==> src/rtl/ramp_adc_ctrl_pkg.sv <==
// Shared types and constants for the single-slope ramp ADC sequencer.
// The state encoding and status codes are visible to the host side as well.
package ramp_adc_pkg;

    typedef enum logic [1:0] {
        IDLE   = 2'd0,
        SETTLE = 2'd1,
        RAMP   = 2'd2,
        NEXT   = 2'd3
    } state_t;

    localparam logic [1:0] ST_OK  = 2'b00;
    localparam logic [1:0] ST_OVF = 2'b01;
    localparam logic [1:0] ST_UNF = 2'b10;

    // A ramp that ends with the comparator still high can only have timed out.
    function automatic logic [1:0] ramp_status(input logic comp_high);
        logic [1:0] st;
        if (comp_high) begin
            st = ST_OVF;
        end else begin
            st = ST_OK;
        end
        return st;
    endfunction

endpackage

==> src/rtl/ramp_adc_ctrl_comp_sync.sv <==
// Multi-flop synchronizer for the asynchronous comparator output.
// Resets to 1 so a freshly reset block sees "ramp below input".
module comp_sync #(
    parameter int SYNC_STAGES = 2
) (
    input  logic clk,
    input  logic rst,
    input  logic d_async,
    output logic q
);

    logic [SYNC_STAGES-1:0] sync_r;

    // Shift chain: q is d_async delayed by SYNC_STAGES edges.
    always_ff @(posedge clk or posedge rst) begin
        if (rst) begin
            sync_r <= '1;
        end else begin
            sync_r <= {sync_r[SYNC_STAGES-2:0], d_async};
        end
    end

    assign q = sync_r[SYNC_STAGES-1];

endmodule

==> src/rtl/ramp_adc_ctrl.sv <==
// Single-slope conversion sequencer: discharge, release the ramp, count until the
// synchronized comparator falls, and hand the count to the host with valid/ready.
module ramp_adc_ctrl
    import ramp_adc_pkg::*;
#(
    parameter int CNT_W         = 16,
    parameter int MAX_COUNT     = 1000,
    parameter int SETTLE_CYCLES = 4,
    parameter int SYNC_STAGES   = 2
) (
    input  logic             clk,
    input  logic             rst,
    input  logic             start,
    input  logic             continuous,
    input  logic             abort,
    input  logic             comp,
    output logic             ramp_reset,
    output logic             busy,
    output logic [CNT_W-1:0] result,
    output logic [1:0]       status,
    output logic             result_valid,
    input  logic             result_ready,
    output logic             overrun
);

    localparam int SET_W = (SETTLE_CYCLES > 1) ? $clog2(SETTLE_CYCLES) : 1;
    localparam logic [SET_W-1:0] SETTLE_LOAD = SET_W'(SETTLE_CYCLES - 1);
    localparam logic [CNT_W-1:0] MAX_CNT     = CNT_W'(MAX_COUNT);

    state_t             state_r;
    state_t             next_state_s;
    logic [SET_W-1:0]   settle_r;
    logic [CNT_W-1:0]   cnt_r;
    logic               comp_s;
    logic               capture_s;
    logic [CNT_W-1:0]   cap_result_s;
    logic [1:0]         cap_status_s;
    logic [CNT_W-1:0]   result_r;
    logic [1:0]         status_r;
    logic               valid_r;
    logic               overrun_r;
    logic               busy_r;
    logic               ramp_reset_r;

    comp_sync #(
        .SYNC_STAGES (SYNC_STAGES)
    ) u_comp_sync (
        .clk     (clk),
        .rst     (rst),
        .d_async (comp),
        .q       (comp_s)
    );

    // Next-state and capture decode; abort overrides every transition and suppresses capture.
    always_comb begin
        next_state_s = state_r;
        capture_s    = 1'b0;
        cap_result_s = '0;
        cap_status_s = ST_OK;
        if (abort) begin
            next_state_s = IDLE;
        end else begin
            case (state_r)
                IDLE: begin
                    if (start) begin
                        next_state_s = SETTLE;
                    end else begin
                        next_state_s = IDLE;
                    end
                end
                SETTLE: begin
                    if (settle_r != '0) begin
                        next_state_s = SETTLE;
                    end else if (comp_s) begin
                        next_state_s = RAMP;
                    end else begin
                        next_state_s = NEXT;
                        capture_s    = 1'b1;
                        cap_result_s = '0;
                        cap_status_s = ST_UNF;
                    end
                end
                RAMP: begin
                    if (!comp_s || (cnt_r == MAX_CNT)) begin
                        next_state_s = NEXT;
                        capture_s    = 1'b1;
                        cap_result_s = cnt_r;
                        cap_status_s = ramp_status(comp_s);
                    end else begin
                        next_state_s = RAMP;
                    end
                end
                NEXT: begin
                    if (continuous) begin
                        next_state_s = SETTLE;
                    end else begin
                        next_state_s = IDLE;
                    end
                end
                default: begin
                    next_state_s = IDLE;
                end
            endcase
        end
    end

    // Sequencer state, counters, registered outputs and the result channel.
    always_ff @(posedge clk or posedge rst) begin
        if (rst) begin
            state_r      <= IDLE;
            settle_r     <= '0;
            cnt_r        <= '0;
            busy_r       <= 1'b0;
            ramp_reset_r <= 1'b1;
            result_r     <= '0;
            status_r     <= ST_OK;
            valid_r      <= 1'b0;
            overrun_r    <= 1'b0;
        end else begin
            state_r      <= next_state_s;
            busy_r       <= (next_state_s != IDLE);
            ramp_reset_r <= (next_state_s != RAMP);

            if (next_state_s != SETTLE) begin
                settle_r <= '0;
            end else if (state_r != SETTLE) begin
                settle_r <= SETTLE_LOAD;
            end else begin
                settle_r <= settle_r - SET_W'(1);
            end

            // Counter runs only while staying in RAMP and never passes MAX_COUNT.
            if ((state_r == RAMP) && (next_state_s == RAMP) && (cnt_r != MAX_CNT)) begin
                cnt_r <= cnt_r + CNT_W'(1);
            end else if ((state_r == RAMP) && (next_state_s == RAMP)) begin
                cnt_r <= cnt_r;
            end else begin
                cnt_r <= '0;
            end

            if (capture_s) begin
                result_r  <= cap_result_s;
                status_r  <= cap_status_s;
                valid_r   <= 1'b1;
                overrun_r <= valid_r & ~result_ready;
            end else begin
                overrun_r <= 1'b0;
                if (valid_r && result_ready) begin
                    valid_r <= 1'b0;
                end else begin
                    valid_r <= valid_r;
                end
            end
        end
    end

    assign ramp_reset   = ramp_reset_r;
    assign busy         = busy_r;
    assign result       = result_r;
    assign status       = status_r;
    assign result_valid = valid_r;
    assign overrun      = overrun_r;

endmodule

==> config.mk <==
export PLATFORM = sky130hd
export DESIGN_NAME = ramp_adc_ctrl
export DESIGN_NICKNAME = d
export VERILOG_FILES = /design/src/rtl/ramp_adc_ctrl_pkg.sv /design/src/rtl/ramp_adc_ctrl_comp_sync.sv /design/src/rtl/ramp_adc_ctrl.sv
export SDC_FILE = /design/constraint.sdc
export NUM_CORES = 1
export LEC_CHECK = 0
export CORE_MARGIN = 3
export CORE_UTILIZATION = 54
export CTS_CLUSTER_SIZE = 30
export DETAILED_ROUTE_END_ITERATION = 10
export GPL_TIMING_DRIVEN = 0
export MAX_ROUTING_LAYER = met4
export PLACE_DENSITY = 0.76
export SYNTH_ARGS = -nofsm -noshare
export SYNTH_HDL_FRONTEND = slang
export SYNTH_SLANG_ARGS = --single-unit
==> constraint.sdc <==
create_clock -name clk -period 2 [get_ports clk]
set_input_delay 0.6 -clock clk [delete_from_list [all_inputs] [get_ports clk]]
set_output_delay 0.6 -clock clk [all_outputs]
set_load 0.02 [all_outputs]
# ---- After elaboration in Yosys (flattened, before gate mapping)
# Index checks and enable logic that the tools add are counted.
dict set report word_totals {
  input_bits 7
  word_cells 61
  reg_bits 44
  output_inout_bits 22
}
dict set report classes {
  n_reduce_logical 9
  n_eq_ne 10
  bitwise 2
  mux 28
  n_addsub 2
}
# operator count
set ops {}
lappend ops {{$mux 16} 5}
lappend ops {{$add 16x1->16 const B} 1}
lappend ops {{$eq 16x10->1 const B} 1}
lappend ops {{$ne 16x10->1 const B} 1}
lappend ops {{$mux 2} 7}
lappend ops {{$mux 1} 13}
lappend ops {{$pmux 2 s4} 1}
lappend ops {{$eq 2x2->1 const B} 3}
lappend ops {{$ne 2x1->1 const B} 3}
lappend ops {{$reduce_bool 2->1} 3}
lappend ops {{$pmux 2 s2} 1}
lappend ops {{$logic_and 1x1->1} 3}
lappend ops {{$eq 2x1->1 const B} 1}
lappend ops {{$logic_not 2->1} 1}
lappend ops {{$ne 2x2->1 const B} 1}
lappend ops {{$pmux 1 s2} 1}
lappend ops {{$sub 2x1->2 const B} 1}
lappend ops {{$and 1x1->1} 1}
lappend ops {{$logic_not 1->1} 1}
lappend ops {{$logic_or 1x1->1} 1}
lappend ops {{$not 1->1} 1}

# ---- Depth between registers and ports, before layout
dict set report depth {
  depth_word 9
  mapped_depth 7
  ltp_nobuf 6
}

# ---- Modules after synthesis
# A second synthesis with hierarchy kept.
dict set report hier_totals {
  hier_cells 205
  hier_area_um2 2153.3
}
# module area_per_inst_um2 seq_area_each_um2 cells_per_inst instances
set by_module_without_submodules {}
lappend by_module_without_submodules {ramp_adc_ctrl 2097.0 1052.3 202 1}
lappend by_module_without_submodules {comp_sync 56.3 52.6 3 1}

# ---- Worst setup path after synthesis
# Ideal clock, no wire load.
dict set report synth_timing {
  path_kind {register to register}
  from {register cnt_r[15]}
  to {register status_r[0] (netlist: status[0])}
  n_path_buf 1
  synth_period_minus_slack_ps 1839
  setup_time_ps 120
  t_required_ps 1880
  setup_slack_ps 161
  arrival_ps 1719
  path_stages_with_launch 6
  path_cell_list {dfrtp_1 or4_4 o41ai_2 nand2b_1 buf_6 a31o_1}
}
dict set report synth_between {
  elab_chain_len 5
  word_cells_on_any_way 8
  classes_between {1 x eq/ne; 6 x mux; 1 x reduce/logical}
}
# element line_no
set synth_rtl {}
lappend synth_rtl {{start, declared} ramp_adc_ctrl.sv:33} ;# logic [CNT_W-1:0] cnt_r;
lappend synth_rtl {{start signal, assigned} ramp_adc_ctrl.sv:134} ;# cnt_r <= cnt_r + CNT_W'(1);
lappend synth_rtl {{start signal, assigned} ramp_adc_ctrl.sv:136} ;# cnt_r <= cnt_r;
lappend synth_rtl {{$eq 16x10->1 (*)} ramp_adc_ctrl.sv:84} ;# if (!comp_s || (cnt_r == MAX_CNT)) begin
lappend synth_rtl {{$logic_or 1x1->1 (*)} ramp_adc_ctrl.sv:84}
lappend synth_rtl {{$mux 1} ramp_adc_ctrl.sv:84}
lappend synth_rtl {{$pmux 2 s2 / $pmux 1 s2 (equally long branches)} ramp_adc_ctrl.sv:63} ;# case (state_r)
lappend synth_rtl {{$mux 2 / $mux 1 (equally long branches)} ramp_adc_ctrl.sv:60} ;# if (abort) begin
lappend synth_rtl {{end signal, assigned} ramp_adc_ctrl.sv:143} ;# status_r <= cap_status_s;
lappend synth_rtl {{end, declared} ramp_adc_ctrl.sv:39} ;# logic [1:0] status_r;
# Every way passes the cells marked *; elsewhere a longest branch is shown, timed or not.
# A chain may end at the register's enable or synchronous reset.

# ---- Worst setup path after layout
dict set report layout_timing {
  from {register cnt_r[11]}
  to {register cnt_r[0]}
}
dict set report layout_between {
  elab_chain_len 9
  word_cells_on_any_way 11
  classes_between {4 x eq/ne; 4 x mux; 3 x reduce/logical}
}
# element line_no
set layout_rtl {}
lappend layout_rtl {{$eq 16x10->1} ramp_adc_ctrl.sv:84}
lappend layout_rtl {{$logic_or 1x1->1} ramp_adc_ctrl.sv:84}
lappend layout_rtl {{$mux 1} ramp_adc_ctrl.sv:84}
lappend layout_rtl {{$pmux 2 s4} ramp_adc_ctrl.sv:63}
lappend layout_rtl {{$mux 2} ramp_adc_ctrl.sv:60}
lappend layout_rtl {{$eq 2x2->1} {ramp_adc_ctrl.sv:133, ramp_adc_ctrl.sv:135}}
lappend layout_rtl {{$logic_and 1x1->1} {ramp_adc_ctrl.sv:133, ramp_adc_ctrl.sv:135}}
lappend layout_rtl {{$logic_and 1x1->1} ramp_adc_ctrl.sv:133} ;# if ((state_r == RAMP) && (next_state_s == RAMP) && (cnt_r != MAX_CNT)) begin
lappend layout_rtl {{$ne 2x1->1 (no line) / $mux 16 (equally long branches)} -}
# Several ways; a longest one is shown, not always the timed one.

==> flow_summary.ini <==
[critical_path]
critPathArrivalTime_ns = 2.24
cp-start-kind = flop
reg2reg_depth = 5
r2r_start = cnt_r[11]
worstSetupStartpoint = cnt_r[11]
cp-end-kind = flop
crit_type = flop to flop
slowest_delay_ns = 0.56
ff2ff_setup_slack_ns = -0.02
cp_data_required_time_ns = 2.23
rr_endpoint = cnt_r[0]
crit_fanout = 4
crit_buf_inv = 1
crit_chain = or4_4 > or4_1 > buf_6 > xnor2_1 > nor3_2
critPathTopFamily = simple AND/OR/NAND/NOR gates
cp_slowest_cell = or4_4

[flow_run]
cap_viol_max_count = 0

[cts]
cts_inserted_buffers = 5
cts_tree = built
cts.sinks = 44
cts_hold_buf = 0
clk_pin_slew_ns = 0.08
htree_levels = 2
insertion_delay_ns = 0.30
clock_path_buffers = 2
cts_root_buffer = clkbuf_8

[logic_synthesis]
synth.net_count = 218
yosys_warnings = 0
synth_area_leader_cell = dfrtp_1
synth_top_area_share_pct = 47.9
avgSynthCellArea_sq_um = 10.5
ys_ff_latch = 44
synthesis.area_sq_mm = 0.00214
ys_seq_area_share_pct = 51.5
synthTopCellsByArea = dfrtp_1, mux2i_1, xnor2_1
synthFlopType = dfrtp_1
syn_inst = 204
async_flop_share_pct = 100
synth_edf_count = 0
yosysUniqueCellTypes = 37
ys_top_cells_by_count = dfrtp_1, nand2_1, inv_1
synth_most_common_cell = dfrtp_1

[sta]
rsz0062_at_grt = yes
fmax_mhz = 496
min_period_ns = 2.02
period_share_pct = 101
worst_pin_slew_ns = 0.888
max_slew_margin_pct = 40.7
setup_slack_ns = -0.0151
finalSetupViolations = 1
tns_ns = -0.0151
hold_viol = 0
hold_slack_ns = 0.365
finalClockSkew_ns = 0.00827
slew_viol_final = 0

[power]
p_leak_nw = 1.23
total_power_mw = 1.87
cellPowerDensity_mw_per_mm2 = 689
vdd.ir_drop.worst_uv = 405

[hold_path]
min_path_cells = 0
whs_endpoint = u_comp_sync.sync_r[1]
holdCritPathClass = flop to flop
worstHoldStart = u_comp_sync.sync_r[0]

[layout]
insertedDiodeCount = 0
fin_util_pct = 72.5
multi_input_area_sq_um = 930
final_layout_size_suffix_gt1_share_pct = 15.4
finalInstanceArea_sq_mm = 0.00271
area_growth_pct = 26.6
fin_nets = 259
fillers = 272
regArea_sq_mm = 0.00111
layoutNonFillerInstCount = 294

[route]
wl_per_cell_um = 14.6
drcViolationCount = 0
routed_wl_um = 4290
detail-route-antenna-nets = 0
drtPass1Iterations = 4
viasPerCell = 5.50
drt_iter0_markers = 39
detailroute.via_count = 1618

[status]
status = complete, but fails checks
violations = negative setup slack

[grt]
antenna_found_initial = 0
grt_pass1_wl_um = 7460
grt_usage_pct = 20.0
grt_pass1_vias = 1613
overflow = 0
grt_max_degree = 45

[floorplanning]
start_util_pct = 57.3
dieArea_sq_mm = 0.00476
rows = 22
die_w_um = 69
ios = 29
core_area_sq_mm = 0.00374
die-height_um = 69

[placed_design]
placed_area_sq_mm = 0.00248
hpwl_um = 3070
place.gp.congestion = 0.882
portBuffers = 28
placed_cells = 280
pre_cts_ws_ns = -0.415
-- layer usage --
layer | global-route usage, % | vias up | part of all wire (%)
met5 | - | - | 0
met4 | 9.54 | 0 | 2.3
met3 | 5.25 | 11 | 5.5
met2 | 30.3 | 50 | 50
met1 | 25.1 | 781 | 42
li1 | - | 776 | -
-- sequential cells by signal (all words and copies together), names as in the netlist --
register	count
u_comp_sync.sync_r	2
overrun	1
cnt_r	16
status	2
state_r	2
ramp_reset	1
result	16
busy	1
settle_r	2
result_valid	1
-- cell usage in the layout (no fill, tap or decap), types with 3 or more instances in the layout --
cell,Yosys,routed
a211oi_1,6,6
buf_4,2,8
buf_6,2,4
clkbuf_8,0,7
clkdlybuf4s50_1,0,26
dfrtp_1,41,40
dfstp_2,3,3
ha_1,7,6
inv_1,23,22
mux2i_1,17,17
nand2_1,24,24
nand2b_1,5,5
nand3_1,9,9
nand4_1,6,6
nor3_1,12,11
o21ai_0,4,3
xnor2_1,11,11
-- worst max-delay path by stage --
stage | end | cells after the start
detailed placement | cnt_r[1] | 5
floorplan | status[0] | 5
global placement | settle_r[0] | 2
CTS | cnt_r[1] | 5
finish | cnt_r[0] | 5
global route | cnt_r[0] | 5
-- worst reg2reg max path: cells and delay by family (launching register included) --
kind	cells	cell delay, ns
xor gates and xnor gates	1	0.13
buffers and inverters	1	0.16
DFF	1	0.40
and+or+nand+nor	3	1.25
-- area by class of cell --
class | count | area share (%)
clock buffers | 7 | 3.55
multi-input cells | 127 | 34.3
repair buffers | 34 | 12.0
inverters | 23 | 3.18
well taps | 48 | 2.21
clock inverters | 1 | 1.11
flip-flops and latches | 44 | 40.8
plain buffers | 10 | 2.86
-- kinds of logic (layout without fill, tap and decap cells) --
| family | count (synthesis) | after routing | synth area share [%] |
|---|---|---|---|
| AOI/OAI and AO/OA | 19 | 19 | 6.66 |
| xor gates and xnor gates | 11 | 11 | 4.49 |
| adders and majority gates | 7 | 7 | 4.09 |
| buffers and inverters | 33 | 75 | 6.95 |
| DFF | 44 | 44 | 51.5 |
| muxes | 17 | 17 | 7.94 |
| and+or+nand+nor | 73 | 73 | 18.3 |
-- repair_timing --
action | in CTS | in global routing
endpoints found under the hold margin | 0 | 0
endpoints found under the setup margin | 25 | 24
pin swaps | 1 | 3
resized for setup | 8 | 9
buffers inserted | 0 | 6
-- where the power goes --
part / switching [mW] / internal (mW)
registers: 0.0181 / 0.920
clock network: 0.291 / 0.440
logic: 0.109 / 0.0895
total: 0.418 / 1.45
(Power assumes the default switching activity.)
